$ cat config.mk
export PLATFORM = sky130hd
export DESIGN_NAME = rf_dump_reader_flat
export DESIGN_NICKNAME = d
export VERILOG_FILES = /design/src/rtl/rf_dump_reader_if.sv /design/src/rtl/rf_dump_reader.sv /design/src/flat_wrapper.sv
export SDC_FILE = /design/constraint.sdc
export NUM_CORES = 1
export LEC_CHECK = 0
export BUFFER_PORTS_ARGS = -buffer_cell sky130_fd_sc_hd__buf_2
export CORE_MARGIN = 5
export CORE_UTILIZATION = 43
export DETAILED_ROUTE_END_ITERATION = 8
export PLACE_DENSITY = 0.79
export SLEW_MARGIN = 20
export SYNTH_ARGS = -nofsm -noshare
export SYNTH_HDL_FRONTEND = slang
export SYNTH_SLANG_ARGS = --single-unit
$ cat constraint.sdc
create_clock -name clk -period 1.97 [get_ports clk]
set_input_delay 0.197 -clock clk [delete_from_list [all_inputs] [get_ports clk]]
set_output_delay 0.197 -clock clk [all_outputs]
set_load 0.02 [all_outputs]
$ cat src/rtl/rf_dump_reader_if.sv
// rf_dump_reader_if
// Bundles the register file read port (ra/rd) and the valid/ready dump stream
// produced by rf_dump_reader. The master side is the dump engine; the slave
// side is the register file plus the display/UART consumer.
interface rf_dump_reader_if;
    logic [4:0]  ra;          // register file read address
    logic [31:0] rd;          // register file read data, combinational on ra
    logic        dout_valid;  // output beat valid
    logic        dout_ready;  // consumer ready
    logic [31:0] dout_data;   // captured register value
    logic [4:0]  dout_idx;    // register index of the current beat
    logic        dout_last;   // current beat is the last register of the dump

    modport master (
        output ra,
        input  rd,
        output dout_valid,
        input  dout_ready,
        output dout_data,
        output dout_idx,
        output dout_last
    );

    modport slave (
        input  ra,
        output rd,
        input  dout_valid,
        output dout_ready,
        input  dout_data,
        input  dout_idx,
        input  dout_last
    );
endinterface

$ cat src/rtl/rf_dump_reader.sv
// rf_dump_reader
// Debug read-out engine: on start_i it walks the register file read port from
// FIRST_REG to LAST_REG and streams each value out on a valid/ready channel.
// Each register takes one READ cycle (combinational register file access)
// followed by at least one SEND cycle waiting for the consumer.
// rst_n is synchronous and active-high despite its name.
// Optional feature macro: RF_DUMP_CHECKSUM_EN -- when defined, csum_o is a
// running XOR of every accepted beat; otherwise csum_o is tied to zero.
module rf_dump_reader #(
    parameter int FIRST_REG = 0,
    parameter int LAST_REG  = 31
) (
    input  logic                    clk,
    input  logic                    rst_n,
    input  logic                    start_i,
    rf_dump_reader_if.master        bus,
    output logic                    busy_o,
    output logic                    done_o,
    output logic [31:0]             csum_o
);

    // Reject impossible register ranges at elaboration.
    if (FIRST_REG < 0 || FIRST_REG > LAST_REG || LAST_REG > 31) begin : g_bad_range
        $error("rf_dump_reader: need 0 <= FIRST_REG <= LAST_REG <= 31");
    end

    localparam logic [4:0] FIRST_IDX = 5'(FIRST_REG);
    localparam logic [4:0] LAST_IDX  = 5'(LAST_REG);

    typedef enum logic [1:0] {
        IDLE = 2'd0,
        READ = 2'd1,
        SEND = 2'd2,
        DONE = 2'd3
    } state_t;

    state_t      state_q;
    logic [4:0]  idx_q;
    logic [4:0]  idx_d;
    logic        valid_q;
    logic [31:0] data_q;
    logic [4:0]  dout_idx_q;

    // Next register index; only used when idx_q is below LAST_IDX, so it never wraps.
    assign idx_d = idx_q + 5'd1;

    // Dump sequencer: walks the index range and captures each register value.
    always_ff @(posedge clk) begin
        // NOTE: sequential state uses non-blocking assignments so every register
        // samples the pre-edge values, independent of statement order.
        if (rst_n) begin
            state_q    <= IDLE;
            idx_q      <= FIRST_IDX;
            valid_q    <= 1'b0;
            data_q     <= 32'h0;
            dout_idx_q <= 5'd0;
        end else begin
            case (state_q)
                IDLE: begin
                    if (start_i) begin
                        idx_q   <= FIRST_IDX;
                        state_q <= READ;
                    end
                end
                READ: begin
                    data_q     <= bus.rd;
                    dout_idx_q <= idx_q;
                    valid_q    <= 1'b1;
                    state_q    <= SEND;
                end
                SEND: begin
                    if (bus.dout_ready) begin
                        valid_q <= 1'b0;
                        if (idx_q == LAST_IDX) begin
                            state_q <= DONE;
                        end else begin
                            idx_q   <= idx_d;
                            state_q <= READ;
                        end
                    end
                end
                DONE: begin
                    state_q <= IDLE;
                end
                default: begin
                    state_q <= IDLE;
                end
            endcase
        end
    end

`ifdef RF_DUMP_CHECKSUM_EN
    logic [31:0] csum_q;
    logic        hs;

    assign hs = valid_q && bus.dout_ready;

    // Running XOR of accepted beats, cleared by an accepted start.
    always_ff @(posedge clk) begin
        if (rst_n) begin
            csum_q <= 32'h0;
        end else if (state_q == IDLE && start_i) begin
            csum_q <= 32'h0;
        end else if (hs) begin
            csum_q <= csum_q ^ data_q;
        end
    end

    assign csum_o = csum_q;
`else
    assign csum_o = 32'h0;
`endif

    // The read address follows idx, which only moves on start or handshake,
    // so outside READ it holds the last index driven.
    assign bus.ra         = idx_q;
    assign bus.dout_valid = valid_q;
    assign bus.dout_data  = data_q;
    assign bus.dout_idx   = dout_idx_q;
    assign bus.dout_last  = valid_q && (dout_idx_q == LAST_IDX);
    assign busy_o         = (state_q != IDLE);
    assign done_o         = (state_q == DONE);

endmodule

$ cat src/flat_wrapper.sv
// flat-port wrapper written by rule: the top's interface ports become plain ports
module rf_dump_reader_flat 
#(
    parameter int FIRST_REG = 0,
    parameter int LAST_REG  = 31
)
  (clk, rst_n, start_i, busy_o, done_o, csum_o, bus_ra, bus_rd, bus_dout_valid, bus_dout_ready, bus_dout_data, bus_dout_idx, bus_dout_last);
  rf_dump_reader_if bus_i ();
  input  logic clk;
  input  logic rst_n;
  input  logic start_i;
  output logic busy_o;
  output logic done_o;
  output logic [31:0] csum_o;
  output wire logic [$bits(bus_i.ra)-1:0] bus_ra;
  input wire logic [$bits(bus_i.rd)-1:0] bus_rd;
  output wire logic [$bits(bus_i.dout_valid)-1:0] bus_dout_valid;
  input wire logic [$bits(bus_i.dout_ready)-1:0] bus_dout_ready;
  output wire logic [$bits(bus_i.dout_data)-1:0] bus_dout_data;
  output wire logic [$bits(bus_i.dout_idx)-1:0] bus_dout_idx;
  output wire logic [$bits(bus_i.dout_last)-1:0] bus_dout_last;
  assign bus_ra = bus_i.ra;
  assign bus_i.rd = bus_rd;
  assign bus_dout_valid = bus_i.dout_valid;
  assign bus_i.dout_ready = bus_dout_ready;
  assign bus_dout_data = bus_i.dout_data;
  assign bus_dout_idx = bus_i.dout_idx;
  assign bus_dout_last = bus_i.dout_last;
  rf_dump_reader #(.FIRST_REG(FIRST_REG), .LAST_REG(LAST_REG)) u_core (.clk(clk), .rst_n(rst_n), .start_i(start_i), .bus(bus_i), .busy_o(busy_o), .done_o(done_o), .csum_o(csum_o));
endmodule
* Yosys cells after proc, flatten, opt, wreduce, memory -nomap -nowiden *
Cells that the tools add are included.

cells by class
  add/subtract/negate cells = 1
  eq/ne operators = 8
  multiplexer cells = 10
  reduce and logical (&&, ||, !) cells = 8

operators by type and width
  operator                                                               count
  5-bit two-way mux                                                      3
  5-bit equality test, second input constant                             2
  5-bit case mux with 2 select lines                                     1
  2-bit case mux with 4 select lines                                     1
  2-bit two-way mux                                                      3
  2-bit != test, second input constant                                   3
  2-bit nonzero test                                                     3
  5-bit by 1-bit adder with 5-bit output, second input constant          1
  2-bit equality test, second input constant                             2
  2-bit AND reduction                                                    2
  4-bit AND reduction                                                    1
  2-bit by 1-bit equality test with 1-bit output, second input constant  1
  2-bit logical NOT                                                      1
  1-bit case mux with 2 select lines                                     1
  1-bit logical AND                                                      1
  1-bit two-way mux                                                      1

word-level totals
  register bits after elaboration = 45
  bits of input ports = 36
  output and inout bits = 78
  logic and storage cells = 32

* Longest topological paths before layout *
  depth after elaboration = 4
  gate-level depth with buffers = 6
  gate-level depth less buffers = 6

* Worst setup path before layout *
OpenSTA, ideal clock, no wires.

  path type = register -> register
  from = register u_core.idx_q[0], in the netlist u_core.bus.ra[0]
  to = register u_core.idx_q[3], in the netlist u_core.bus.ra[3]
  setup time = 0.145 ns
  arrival = 1.723 ns
  required time = 1.825 ns
  slack = 0.103 ns
  stages on the path, launching flop included = 7
  buffers on the path = 0
  period minus slack after synthesis = 1.867 ns
  cell sequence = dfxtp_1 ha_1 and3_1 ha_1 or4bb_1 nand2_2 a311oi_2

between the ends
  longest elaborated chain between the ends = 4
  elaborated cells on any way between the ends = 7
  those cells by class = 1 x add/sub; 2 x eq/ne; 3 x mux; 1 x reduce/logical

ends and longest elaborated chain
  what                                    line                  RTL
  start: declaration                      rf_dump_reader.sv:38  logic [4:0] idx_q;
  start signal: assignment                rf_dump_reader.sv:77  idx_q <= idx_d;
  5-bit by 1-bit adder with 5-bit output  rf_dump_reader.sv:45  assign idx_d = idx_q + 5'd1;
  5-bit two-way mux                       rf_dump_reader.sv:74  if (idx_q == LAST_IDX) begin
  5-bit two-way mux                       rf_dump_reader.sv:72  if (bus.dout_ready) begin
  5-bit case mux with 2 select lines      rf_dump_reader.sv:58  case (state_q)

Parallel ways exist; a longest one is shown, timed or not. The select of a mux whose other input is x is not followed.
A chain may end at the register's enable or synchronous reset.

* Worst setup path in the final report *
  from = register u_core.idx_q[0], in the netlist u_core.bus.ra[0]
  to = register u_core.idx_q[1], in the netlist u_core.bus.ra[1]

The elaborated chain is that of the path after synthesis.

==> insert_results.sql <==
INSERT INTO impl_metrics (metric_group, metric, value, unit) VALUES
('cells_and_area', 'multiInputGateArea', '862', 'µm²'),
('logic_synthesis', 'yosys-top-cells-area', 'sky130_fd_sc_hd__dfxtp_1 (46%), sky130_fd_sc_hd__nand2_1 (14%), sky130_fd_sc_hd__buf_4 (14%), sky130_fd_sc_hd__a21oi_1 (11%), sky130_fd_sc_hd__ha_1 (1.3%)', ''),
('cts', 'clock-root-buffer', 'sky130_fd_sc_hd__clkbuf_8', ''),
('cts', 'htree_levels', '2', ''),
('die', 'die_w', '77.8', 'µm'),
('cts', 'post_cts_repair_setup_buffers', '0', ''),
('logic_synthesis', 'synthDominantAreaCellType', 'sky130_fd_sc_hd__dfxtp_1', ''),
('cells_and_area', 'synthToLayoutAreaGrowth', '21.5', '%'),
('setup_path', 'worstSetupPathType', 'reg2reg', ''),
('cells_and_area', 'regArea', '901', 'µm²'),
('timing', 'finalCritPeriodShare', '94.5', '%'),
('logic_synthesis', 'yosys_warnings', '0', ''),
('drt', 'vias', '1724', ''),
('cts', 'clk_latency', '0.29', 'ns'),
('cells_and_area', 'stdcell_area', '0.00240', 'mm²'),
('logic_synthesis', 'post_synth_instance_area', '0.00198', 'mm²'),
('run', 'max_cap_violations', '0', ''),
('drt', 'postRouteWirelength', '4.51', 'mm'),
('timing', 'timing.slew.headroom', '44.6', '%'),
('cells_and_area', 'layout-drive-gt1-share', '31.2', '%'),
('drt', 'dr.pass1.iters', '4', ''),
('setup_path', 'critical_path_source_type', 'flop', ''),
('logic_synthesis', 'postSynthCellCount', '243', ''),
('placement', 'detailedPlacementHpwl', '3.25', 'mm'),
('grt', 'vias_in_the_first_global_route', '1650', ''),
('drt', 'route.detailed.vias_per_inst', '4.62', ''),
('drt', 'postRouteAntennaNets', '0', ''),
('cells_and_area', 'utilization', '54.5', '%'),
('drt', 'drt_first_iter_violations', '56', ''),
('cells_and_area', 'post_layout_nonfiller_instances', '373', ''),
('cells_and_area', 'layout_common_cells', 'sky130_fd_sc_hd__buf_2 (81), sky130_fd_sc_hd__nand2_1 (76), sky130_fd_sc_hd__dfxtp_1 (45), sky130_fd_sc_hd__a21oi_1 (42), sky130_fd_sc_hd__conb_1 (32)', ''),
('grt', 'grt_max_degree', '46', ''),
('grt', 'globalRouteOverflowTotal', '0', ''),
('logic_synthesis', 'flip_flop_and_latch_count_after_synthesis', '45', ''),
('grt', 'grt.total_usage', '14.8', '%'),
('timing', 'highest_clock_rate', '537', 'MHz'),
('setup_path', 'worst-endpoint-arrival', '2.00', 'ns'),
('drt', 'routed_wire_length_per_instance', '12.1', 'µm'),
('cells_and_area', 'antenna_cells_inserted', '0', ''),
('cts', 'num_cts_buffers', '5', ''),
('cts', 'cts_resized', '0', ''),
('cells_and_area', 'finish.net_count', '358', ''),
('timing', 'setup-violations-final', '0', ''),
('cts', 'cts_hold_repair.buffers', '0', ''),
('die', 'ios', '114', ''),
('timing', 'holdWs', '0.132', 'ns'),
('cts', 'clock_sinks', '45', ''),
('die', 'initial_core_util', '44.8', '%'),
('grt', 'global_route_wire_length_before_repair', '7.39', 'mm'),
('timing', 'timing.final.crit_period', '1.86', 'ns'),
('timing', 'tightestPinTransition', '0.830', 'ns'),
('die', 'rows', '24', ''),
('timing', 'setup_slack', '0.109', 'ns'),
('cts', 'max-clock-path-buffers', '2', ''),
('placement', 'dpl.cell_count', '365', ''),
('worst_hold_path', 'hold_path.class', 'in2reg', ''),
('grt', 'antenna_found_initial', '0', ''),
('cells_and_area', 'final_common_cell', 'sky130_fd_sc_hd__buf_2', ''),
('timing', 'grt_setup_unrepaired', 'false', ''),
('cts', 'clk_transition_reported_paths', '0.08', 'ns'),
('placement', 'io_buffer_count', '81', ''),
('power', 'peak_supply_drop', '0.405', 'mV'),
('setup_path', 'critical_path.endpoint_type', 'flop', ''),
('power', 'power_density', '827', 'mW/mm²'),
('timing', 'setup-tns-final', '0', 'ns'),
('setup_path', 'cp_data_required_time', '2.11', 'ns'),
('setup_path', 'worst-path-max-fanout', '4', ''),
('power', 'design_power_total', '1.99', 'mW'),
('status', 'result_of_the_run', 'finished clean', ''),
('cts', 'cts_tree', 'done', ''),
('cells_and_area', 'fillerInstances', '420', '');
[state kept, by name (all words and copies together), names as in the netlist]
register,count
u_core.bus.dout_data,32
u_core.bus.dout_idx,5
u_core.bus.dout_valid,1
u_core.bus.ra,5
u_core.state_q,2
[path summary, 6_finish.rpt]
kind / from / to / slack, ns / cells past startpoint
worst max-delay path: u_core.bus.ra[0] / u_core.bus.ra[1] / 0.11 / 6
worst min-delay path: bus_rd[29] / u_core.bus.dout_data[29] / 0.13 / 3
worst min register to register: u_core.bus.dout_data[15] / u_core.bus.dout_data[15] / 0.45 / 2
worst max register to register: u_core.bus.ra[0] / u_core.bus.ra[1] / 0.11 / 6
[area by class of cell]
class	count	area share, %
Clock inverter	1	1.25
Clock buffer	7	3.59
Multi-Input combinational cell	181	35.9
Tap cell	52	2.71
Sequential cell	45	37.5
Inverter	1	0.156
Timing Repair Buffer	86	18.9
[metal layers]
metal	global-route usage (%)	wire (µm)	vias up
met5	0	0	-
met4	4.30	76	0
met3	6.02	570	9
met2	25.7	2050	83
met1	16.5	1810	749
li1	-	-	883
[critical path, cell delays in order (launching register included)]
cell                      delay [ns]
sky130_fd_sc_hd__dfxtp_1        0.32
sky130_fd_sc_hd__ha_1           0.22
sky130_fd_sc_hd__and3_1         0.19
sky130_fd_sc_hd__ha_1           0.20
sky130_fd_sc_hd__or4bb_1        0.59
sky130_fd_sc_hd__nand3_1        0.13
sky130_fd_sc_hd__a21oi_1        0.07
[synthesized netlist by cell type, drive strengths merged]
cell type / instances
nand2: 77
nand3: 4
a211oi: 1
and4bb: 1
or3b: 1
clkbuf: 5
a41oi: 1
or2b: 1
conb: 1
nand2b: 2
dfxtp: 45
and2: 1
nor3: 1
mux2i: 1
or4bb: 1
inv: 1
a311oi: 2
and2b: 1
and3: 1
nor2: 2
nand4b: 2
nor2b: 1
nand4: 1
ha: 2
o21ai: 2
buf: 42
a21oi: 42
or2: 1
[power breakdown]
group	switching [mW]	leakage, nW	internal [mW]
registers	0.0248	0.366	0.949
clock network	0.293	0.0585	0.413
logic	0.210	0.719	0.0972
[cell families after synthesis]
logic type,Yosys count,share of synthesized area [%]
multiplexers,1,0.506
AO/OA/AOI/OAI,48,13.5
flip-flops,45,45.5
adder cells (fa/ha/maj),2,1.26
buffers and inverters,48,16.9
other,1,0.190
AND/OR/NAND/NOR,98,22.1
(Power assumes the default switching activity.)
